`config.mk`:
```
export PLATFORM = sky130hd
export DESIGN_NAME = adpll_lock_ctrl
export DESIGN_NICKNAME = d
export VERILOG_FILES = /design/src/rtl/adpll_lock_ctrl.sv
export SDC_FILE = /design/constraint.sdc
export NUM_CORES = 1
export LEC_CHECK = 0
export CAP_MARGIN = 20
export CORE_ASPECT_RATIO = 0.5
export CORE_MARGIN = 8
export CORE_UTILIZATION = 60
export CTS_CLUSTER_DIAMETER = 60
export CTS_CLUSTER_SIZE = 16
export DETAILED_ROUTE_END_ITERATION = 7
export GPL_ROUTABILITY_DRIVEN = 0
export GPL_TIMING_DRIVEN = 0
export PLACE_DENSITY = 0.81
export SLEW_MARGIN = 20
export SYNTH_ARGS = -nofsm -noshare
export SYNTH_HDL_FRONTEND = slang
export SYNTH_SLANG_ARGS = --single-unit
```
`constraint.sdc`:
```
create_clock -name fpga_clk_i -period 5.6 [get_ports fpga_clk_i]
set_input_delay 0.84 -clock fpga_clk_i [delete_from_list [all_inputs] [get_ports fpga_clk_i]]
set_output_delay 0.84 -clock fpga_clk_i [all_outputs]
set_load 0.03 [all_outputs]
```
`src/rtl/adpll_lock_ctrl.sv`:
```
// adpll_lock_ctrl: start-up sequencer and frequency-code controller for the ADPLL.
// Coarse binary search on the ring oscillator code, then +/-1 tracking with lock detect.
module adpll_lock_ctrl #(
  parameter int CODE_WIDTH    = 4,
  parameter int WIN_LOG2      = 6,
  parameter int SETTLE_CYCLES = 16,
  parameter int LOCK_COUNT    = 8
) (
  input  logic                  fpga_clk_i,
  input  logic                  rst_n_i,
  input  logic                  start_i,
  input  logic                  pd_i,
  output logic [CODE_WIDTH-1:0] code_o,
  output logic                  en_pa_o,
  output logic                  en_ro_o,
  output logic                  en_pd_o,
  output logic                  locked_o,
  output logic                  out_of_range_o,
  output logic [2:0]            state_o
);

  localparam int CW = CODE_WIDTH;
  localparam int WL = WIN_LOG2;
  localparam int SW = (SETTLE_CYCLES > 1) ? $clog2(SETTLE_CYCLES) : 1;
  localparam int LW = $clog2(LOCK_COUNT + 1);

  localparam logic [CW-1:0] MID   = {1'b1, {(CW-1){1'b0}}};
  localparam logic [CW-1:0] STEP0 = {2'b01, {(CW-2){1'b0}}};
  localparam logic [WL:0]   HALF  = {2'b01, {(WL-1){1'b0}}};
  localparam logic [SW-1:0] SET_LAST = SW'(SETTLE_CYCLES - 1);
  localparam logic [LW-1:0] LOCK_MAX = LW'(LOCK_COUNT);

  typedef enum logic [2:0] {
    S_IDLE   = 3'd0,
    S_SETTLE = 3'd1,
    S_COARSE = 3'd2,
    S_FINE   = 3'd3,
    S_LOCKED = 3'd4
  } state_t;

  typedef enum logic [1:0] {
    D_NONE = 2'd0,
    D_UP   = 2'd1,
    D_DN   = 2'd2
  } dir_t;

  logic          r_pd_m;
  logic          r_pd_s;
  state_t        r_state;
  logic [CW-1:0] r_code;
  logic [CW-1:0] r_step;
  logic          r_en;
  logic          r_locked;
  logic          r_oor;
  logic [WL-1:0] r_win;
  logic [WL:0]   r_ones;
  logic [SW-1:0] r_settle;
  dir_t          r_prev;
  logic [LW-1:0] r_lock;

  logic [WL:0]   w_ones;
  logic          w_win_end;
  logic          w_up;
  logic          w_dn;
  logic          w_same;
  logic          w_clip;
  dir_t          w_dir;
  logic [CW-1:0] w_amt;
  logic [CW-1:0] w_code;
  logic [CW:0]   w_sum;
  logic [CW:0]   w_dif;
  logic [LW-1:0] w_lock;

  // Window total includes the sample taken on the closing edge.
  assign w_ones    = r_ones + {{WL{1'b0}}, r_pd_s};
  assign w_win_end = &r_win;
  assign w_up      = w_ones > HALF;
  assign w_dn      = w_ones < HALF;
  assign w_amt     = (r_state == S_COARSE) ? r_step : CW'(1);
  assign w_sum     = {1'b0, r_code} + {1'b0, w_amt};
  assign w_dif     = {1'b0, r_code} - {1'b0, w_amt};

  always_comb begin
    w_dir  = D_NONE;
    w_code = r_code;
    w_clip = 1'b0;
    unique case (1'b1)
      w_up: begin
        w_dir  = D_UP;
        w_code = w_sum[CW] ? '1 : w_sum[CW-1:0];
        w_clip = w_sum[CW];
      end
      w_dn: begin
        w_dir  = D_DN;
        w_code = w_dif[CW] ? '0 : w_dif[CW-1:0];
        w_clip = w_dif[CW];
      end
      default: ;
    endcase
  end

  assign w_same = (w_dir != D_NONE) && (w_dir == r_prev);
  assign w_lock = w_same ? '0 :
                  (r_lock == LOCK_MAX) ? r_lock : r_lock + 1'b1;

  always_ff @(posedge fpga_clk_i) begin
    if (!rst_n_i) begin
      r_pd_m   <= 1'b0;
      r_pd_s   <= 1'b0;
      r_state  <= S_IDLE;
      r_code   <= MID;
      r_step   <= STEP0;
      r_en     <= 1'b0;
      r_locked <= 1'b0;
      r_oor    <= 1'b0;
      r_win    <= '0;
      r_ones   <= '0;
      r_settle <= '0;
      r_prev   <= D_NONE;
      r_lock   <= '0;
    end else begin
      r_pd_m <= pd_i;
      r_pd_s <= r_pd_m;
      if (!start_i) begin
        r_state  <= S_IDLE;
        r_code   <= MID;
        r_step   <= STEP0;
        r_en     <= 1'b0;
        r_locked <= 1'b0;
        r_oor    <= 1'b0;
        r_win    <= '0;
        r_ones   <= '0;
        r_settle <= '0;
        r_prev   <= D_NONE;
        r_lock   <= '0;
      end else begin
        unique case (r_state)
          S_IDLE: begin
            r_state  <= S_SETTLE;
            r_en     <= 1'b1;
            r_settle <= '0;
          end
          S_SETTLE: begin
            if (r_settle == SET_LAST) begin
              r_state <= S_COARSE;
              r_step  <= STEP0;
              r_win   <= '0;
              r_ones  <= '0;
            end else begin
              r_settle <= r_settle + 1'b1;
            end
          end
          S_COARSE, S_FINE, S_LOCKED: begin
            if (w_win_end) begin
              r_win  <= '0;
              r_ones <= '0;
              r_code <= w_code;
              if (w_clip) r_oor <= 1'b1;
              if (r_state == S_COARSE) begin
                if (r_step == CW'(1)) begin
                  r_state <= S_FINE;
                  r_prev  <= D_NONE;
                  r_lock  <= '0;
                end else begin
                  r_step <= r_step >> 1;
                end
              end else if (r_state == S_LOCKED && w_same) begin
                r_state  <= S_FINE;
                r_locked <= 1'b0;
                r_prev   <= D_NONE;
                r_lock   <= '0;
              end else begin
                r_lock <= w_lock;
                if (w_dir != D_NONE) r_prev <= w_dir;
                if (w_lock == LOCK_MAX) begin
                  r_state  <= S_LOCKED;
                  r_locked <= 1'b1;
                end
              end
            end else begin
              r_win  <= r_win + 1'b1;
              r_ones <= w_ones;
            end
          end
          default: r_state <= S_IDLE;
        endcase
      end
    end
  end

  assign code_o         = r_code;
  assign en_pa_o        = r_en;
  assign en_ro_o        = r_en;
  assign en_pd_o        = r_en;
  assign locked_o       = r_locked;
  assign out_of_range_o = r_oor;
  assign state_o        = r_state;

endmodule

```
Word level (Yosys, flattened, before mapping):

Index checks and enable logic that the tools add are counted.

* flip-flop bits (word level): 39
* bits in latches: 0
* RAM bits: 0
* bits in read-only memories: 0
* bits of input ports: 4
* output and inout port bits: 12
* logic and storage cells: 97
* memories kept: 0

* add/sub/neg operators: 6
* $mul: 0
* divide/modulo/power cells: 0
* $lt $le $gt $ge: 2
* equality and inequality tests: 17
* shift-type cells: 0
* multiplexer cells: 37
* bitwise logic cells: 1
* reduce and logical (&&, ||, !) cells: 21

Operator list (count)
* $mux 4: 13
* $pmux 4 s2: 3
* $reduce_and 8->1: 3
* $mux 3: 6
* $reduce_and 9->1: 2
* $mux 7: 2
* $pmux 7 s2: 1
* $eq 4x4->1 const B: 3
* $mux 6: 2
* $pmux 6 s2: 1
* $ne 2x2->1 const B: 5
* $reduce_bool 2->1: 5
* $pmux 3 s3: 1
* $add 4x1->4 const B: 2
* $mux 2: 4
* $add 7x1->7: 1
* $gt 7x6->1 const B: 1
* $lt 7x6->1 const B: 1
* $add 6x1->6 const B: 1
* $eq 3x2->1 const B: 2
* $reduce_and 2->1: 3
* $reduce_and 6->1: 1
* $add 4x4->5: 1
* $reduce_and 5->1: 1
* other kinds (17): 19

Longest topological paths before layout:

* depth in word-level cells: 12
* gate-level depth with buffers: 12

Worst setup path after synthesis:

OpenSTA, ideal clock, no wires.

* kind: reg2reg
* from: register r_state[1] (netlist: state_o[1])
* to: register r_code[3] (netlist: code_o[3])
* setup time: 0.120 ns
* arrival: 2.586 ns
* data required time: 5.480 ns
* slack: 2.894 ns
* stages on the path, launching flop included: 11
* path buffers: 1
* period minus slack after synthesis: 2.706 ns
* cells stage by stage: dfxtp_1 clkbuf_1 nor3b_2 nand2_1 ha_1 nor2b_1 o21bai_1 mux2_2 nor3_1 nor3_1 a211o_1

* word-level cells in the longest chain between the ends: 5
* elaborated cells between the ends (all ways): 11

RTL lines
* from (decl): line 49 `state_t r_state;`
* from (signal assigned): line 110 `r_state <= S_IDLE;`
* from (signal assigned): line 125 `r_state <= S_IDLE;`
* from (signal assigned): line 139 `r_state <= S_SETTLE;`
* $eq 3x2->1: line 79, 137
* $mux 4: line 79 `assign w_amt = (r_state == S_COARSE) ? r_step : CW'(1);`
* $sub 4x4->5 / $add 4x4->5 (equally long branches): line 81, 80
* $mux 4, on equally long branches: line 95, 90
* $pmux 4 s2: line 87 `unique case (1'b1)`
* to (signal assigned): line 157 `r_code <= w_code;`
* to (decl): line 50 `logic [CW-1:0] r_code;`

Parallel ways exist; a longest one is shown, timed or not.
A chain may end at the register's enable or synchronous reset.

Final worst setup path:

Ends and elaborated chain as after synthesis.

==> qor.csv <==
stage,metric,value,unit
outcome,status,completed,
sta,Layout Skew,0.008152,ns
detailed_routing,vias per cell,6.197,
clocking,CTS Hold Bufs,0,
global_routing,global-route usage over all layers,18.34,%
place,port bufs,15,
detailed_routing,drt wl/cell,14.90,um
detailed_routing,# DRC,0,
synth,top-area cell type share of the netlist area,31.24,%
setup_path,CP dominant cell by count,nor3_1,
sta,final period utilization,53.25,%
synth,Mapped Nets,326,
place,placed cells,377,
die,Initial Util,62.37,%
detailed_routing,initial DRC count,104,
setup_path,crit path max fanout,10,
synth,Synth Cell Area,2435,um2
synth,Syn Area/Cell,7.905,um2
hold_path,worst hold endpoint,r_pd_s,
setup_path,R2R Path End,code_o[3],
clocking,Max clock buf depth,2,
sta,Final Setup Violations,0,
global_routing,initial antenna violation count,0,
setup_path,r2r setup slk,2.62,ns
die,row count,16,
pwr,Max rail drop VDD,113.2,uV
setup_path,CP arrival,3.17,ns
clocking,post_cts resized,0,
global_routing,largest net degree at the start of global routing,13,
synth,"flops & latches, synth",38,
die,Die Y,61.05,um
synth,Synth area leader,dfxtp_1,
hold_path,Hold Crit Start,r_pd_m,
setup_path,worst-path cell chain,clkbuf_1 -> nor3b_2 -> nand2_1 -> ha_1 -> nor2b_1 -> o21bai_1 -> mux2_2 -> nor3_1 -> nor3_1 -> a211o_1,
setup_path,Top Family by Delay on Critical Path,simple AND/OR/NAND/NOR gates,
setup_path,critical path launch point type,flop,
clocking,Skew-Pair Late Insertion Delay,0.29,ns
hold_path,Hold WC Path Type,reg -> reg,
setup_path,worst r2r src,state_o[1],
sta,Rel. slew slack,36.05,%
synth,share of flip-flops with an asynchronous set or reset,0,%
detailed_routing,routed wire length,5737,um
die,die area,6476,um2
setup_path,worst reg2reg path depth,10,
synth,synth unique cells,61,
global_routing,first-pass GRT wire length,9729,um
synth,sequential area share after synthesis,31.24,%
synth,Synth area leaders,"dfxtp_1 31%, ha_1 6.2%, nor2_1 5.5%",
setup_path,CP max stage cell,nor3b_2,
pwr,Power Density,180.3,nW/um2
synth,Syn Inst Count,308,
detailed_routing,Vias,2386,
clocking,clock buffer count from CTS,5,
sta,Peak Freq,335.3,MHz
cells_and_area,number of diodes,0,
place,HPWL Detailed,4242,um
die,IO Pins,16,
clocking,postcts setup bufs,0,
sta,Tmin final,2.982,ns
pwr,static leakage,0.001040,uW
setup_path,WP buf/inv,1,
hold_path,hold path cells,1,
cells_and_area,Final nets,348,
cells_and_area,non-filler instance count after layout,385,
setup_path,max incr delay on CP,0.56,ns
detailed_routing,DR pass1 iterations,5,
sta,TNS Setup,0,ns
setup_path,Worst Setup Path Type,reg -> reg,
synth,top_reg_cell synth,dfxtp_1,
setup_path,CP endpoint kind,flop,
sta,RSZ-0062 raised after global routing,false,
clocking,CTS HTree Levels,2,
sta,actual slew at the worst max-slew pin,0.9568,ns
synth,Syn. warnings,0,
cells_and_area,Final Util,70.38,%
pwr,Overall Power,495.5,uW
sta,final hold viol count,0,
cells_and_area,layout cells sized above 1,6.647,%
sta,final slew viol count,0,
global_routing,vias in the first global route,2130,
detailed_routing,post-route ant nets,0,
clocking,CTS sink count,38,
global_routing,total congestion overflow,0,
die,core area,3904,um2
synth,"EDFF count, synth",0,
setup_path,Stages on worst setup path,10,
cells_and_area,Post-Layout Inst Area,2748,um2
cells_and_area,Area Growth Syn to Fin,12.85,%
clocking,CTS tree,done,
clocking,Worst-path clk slew,0.08,ns
die,Die X,106.1,um
clocking,root buffer cell,clkbuf_8,
flow_run,Max Cap Violations,0,
cells_and_area,fillers,334,
setup_path,Worst Path Required,5.78,ns
place,Post-DP Area,2653,um2
[metal layers]
metal,track usage (%),vias up,wire length (um)
met5,0,-,0
met4,5.743,0,44
met3,4.593,4,446
met2,30.30,92,2561
met1,23.44,1127,2684
li1,-,1163,-
[worst max path at each step]
stage	startpoint	slack, ns	to
floorplan	state_o[1]	2.89	code_o[3]
global placement	state_o[1]	2.73	code_o[3]
detailed placement	state_o[1]	2.68	code_o[3]
CTS	state_o[1]	2.65	code_o[3]
global route	state_o[1]	2.39	code_o[3]
finish	state_o[1]	2.62	code_o[3]
[cells by family after synthesis]
family          Yosys count  synth area share (%)
mux                       6                 2.518
flops                    38                 31.24
buf+inv                  25                 4.265
compound gates           80                 22.35
simple gates            141                 30.37
fa+ha+maj                14                 7.811
xor+xnor                  4                 1.439
[power by group]
part | internal, uW | switching (uW) | total [uW]
clock network | 98.9 | 96.8 | 196
registers | 272 | 1.20 | 273
logic | 10.3 | 16.5 | 26.8
[state kept, by name, summed over array words and instances, names as in the netlist]
| signal | cells |
|---|---|
| r_pd_s | 1 |
| r_lock | 4 |
| r_win | 6 |
| r_prev | 2 |
| r_pd_m | 1 |
| r_step | 3 |
| r_ones | 7 |
| state_o | 3 |
| code_o | 4 |
| out_of_range_o | 1 |
| r_settle | 4 |
| locked_o | 1 |
| en_pa_o | 1 |
[layout make-up]
class                   instances  area (um2)  area share [%]
inverters                      11       41.29           1.503
clock inverters                 2       12.51          0.4554
plain buffers                  14       62.56           2.277
well taps                      54       67.56           2.459
repair buffers                 15       150.1           5.464
clock buffers                   6       82.58           3.005
flip-flops and latches         38       760.7           27.69
multi-input cells             245        1570           57.15
[cell usage after synthesis, types with 2 or more instances]
| master | instances |
|---|---|
| a211o_1 | 3 |
| a211oi_1 | 4 |
| a21o_1 | 2 |
| a21oi_1 | 19 |
| a22oi_1 | 10 |
| a31oi_1 | 2 |
| and2_1 | 4 |
| and3_1 | 6 |
| and3b_1 | 2 |
| buf_2 | 2 |
| buf_4 | 2 |
| clkbuf_1 | 9 |
| dfxtp_1 | 38 |
| fa_1 | 2 |
| ha_1 | 12 |
| inv_1 | 11 |
| mux2i_1 | 5 |
| nand2_1 | 32 |
| nand2b_1 | 5 |
| nand3_1 | 10 |
| nand3b_1 | 2 |
| nand4_1 | 3 |
| nor2_1 | 36 |
| nor2b_1 | 8 |
| nor3_1 | 11 |
| nor3b_1 | 4 |
| o2111ai_1 | 2 |
| o211ai_1 | 3 |
| o21a_1 | 3 |
| o21ai_0 | 14 |
| o21ai_1 | 2 |
| o21bai_1 | 2 |
| or3_1 | 5 |
| or4_1 | 3 |
| or4_4 | 2 |
| xor2_1 | 3 |
[through the flow]
step	hold WS, ns	setup WS, ns
after floorplan	0.4118	2.894
after global placement	0.4172	2.733
after detailed placement	0.4316	2.680
after CTS	0.4438	2.654
after global routing	0.4679	2.392
final	0.4398	2.618
[placed cells by master, fill, tap and decap left out, types with 4 or more instances in the layout]
cell type        synthesis  layout
a211oi_1                 4       4
ha_1                    12      12
nand3_1                 10      10
mux2i_1                  5       5
clkbuf_8                 0       6
o21ai_0                 14      14
nor3_1                  11      11
nor2b_1                  8       8
a21oi_1                 19      19
dfxtp_1                 38      38
nand2_1                 32      32
inv_1                   11      11
clkbuf_1                 9       9
nor2_1                  36      36
a22oi_1                 10      10
clkdlybuf4s50_1          0      15
nand2b_1                 5       5
nor3b_1                  4       4
and3_1                   6       6
and2_1                   4       4
or3_1                    5       5
(Power assumes the default switching activity.)
==> RTL change: new RTL, same flow settings <==
Reset style: asynchronous (`rst_n_i`), changed in one clocked block.
--- a/src/rtl/adpll_lock_ctrl.sv
+++ b/src/rtl/adpll_lock_ctrl.sv
@@ -103,7 +103,7 @@
   assign w_lock = w_same ? '0 :
                   (r_lock == LOCK_MAX) ? r_lock : r_lock + 1'b1;
 
-  always_ff @(posedge fpga_clk_i) begin
+  always_ff @(posedge fpga_clk_i or negedge rst_n_i) begin
     if (!rst_n_i) begin
       r_pd_m   <= 1'b0;
       r_pd_s   <= 1'b0;
Function: differs if rst_n_i is asserted again (counterexample within 4 cycles, from zero or initial values and one cycle with rst_n_i low); with rst_n_i held inactive, the same outputs for 10 cycles.
==> RTL change against the unedited design <==
- design area rose by 9.0%
- routed wire length rose by 6.9%
- maximum frequency rose by 3.5%
- worst setup slack improved by 0.10 ns
- area after synthesis rose by 7.7%
- sequential cell count did not move
- largest cell class unchanged
Power is not compared: it rests on default switching activity, and its combinational part moved more than twofold at a synthesized area within 25%.
==> RTL change: results (changes against the unedited design) <==
[synthesis]
synth_xor_area_frac=0.0100  ; was 0.0144
avgSynthCellArea_um2=8.63  ; was 7.91 um2
yosysSeqAreaShare=0.364  ; was 0.312
synth_compound_area_frac=0.247  ; was 0.224
ys_types=66  ; was 61
syn_nets=322  ; was 326
async_flop_share=1.00  ; was 0
synthTopCellsByCount=36 x dfrtp_1, 33 x nand2_1, 24 x nor2_1, 24 x o21ai_0  ; was 38 x dfxtp_1, 36 x nor2_1, 32 x nand2_1, 19 x a21oi_1, 14 x o21ai_0
synthMuxAreaShare=0.0219  ; was 0.0252
ys.flop_type=dfrtp_1  ; was dfxtp_1
synthTopCellsByArea=dfrtp_1 34%, ha_1 5.7%, nand2_1 4.7%, o21ai_0 4.6%, nor2_1 3.4%  ; was dfxtp_1 31%, ha_1 6.2%, nor2_1 5.5%, nand2_1 4.9%, a21oi_1 3.9%

[layout]
final_layout_size_suffix_gt1_frac=0.104  ; was 0.0665

[placed_design]
dp_hpwl_um=4450  ; was 4240 um
place_ws_ns=2.82  ; was 2.68 ns
port_buffers=14  ; was 15

[worst_hold_path]
min-delay-start=r_pd_m  ; unchanged

[detailed_routing]
drt_iter0_drc=205  ; was 104
post_drt_wl_per_cell_um=16.0  ; was 14.9 um
wl_met3_um=361  ; was 446 um

[critical_path]
r2r_setup_slack_ns=2.72  ; was 2.62 ns
startpoint=state_o[2]  ; was state_o[1]
critPathSlowestCell=nor3b_1  ; was nor3b_2
cpPeakStageDelay_ns=0.51  ; was 0.56 ns

[sta]
tightest_slew_ns=0.557  ; was 0.957 ns
max_freq_ghz=0.347  ; was 0.335 GHz

[grt]
grt_max_degree=22  ; was 13
grt_pass1_wl_um=10200  ; was 9730 um
grt_usage=0.183  ; about the same

[outcome]
outcome=completed  ; unchanged

[RTL change: how the worst min path moves through the flow]
stage | endpoint | cells past startpoint
after floorplan | r_pd_s | 0
after global placement | r_pd_s | 0
after detailed placement | r_pd_s | 0
after CTS | r_pd_s | 0
after global routing | r_pd_s | 0
final | r_pd_s | 0
[RTL change: layer usage]
metal / up-vias / global-route usage
met5: - / 0
li1: 1163 / -
met1: 1136 / 0.251
met2: 69 / 0.272
met4: 0 / 0.0584
met3: 8 / 0.0484
[RTL change: area by class of cell]
| class | count | share of cell area |
|---|---|---|
| sequential | 38 | 0.318 |
| multi-input combinational | 233 | 0.506 |
| clock buffer | 5 | 0.0230 |
| timing repair buffer | 15 | 0.0543 |
| clock inverter | 3 | 0.0230 |
| inverter | 17 | 0.0213 |
| tap | 57 | 0.0238 |
| buffer | 16 | 0.0301 |
[RTL change: power breakdown]
group          switching (mW)  internal (mW)
Clock                   0.107          0.179
Combinational           0.163         0.0996
Sequential             0.0159          0.291
Total                   0.286          0.569
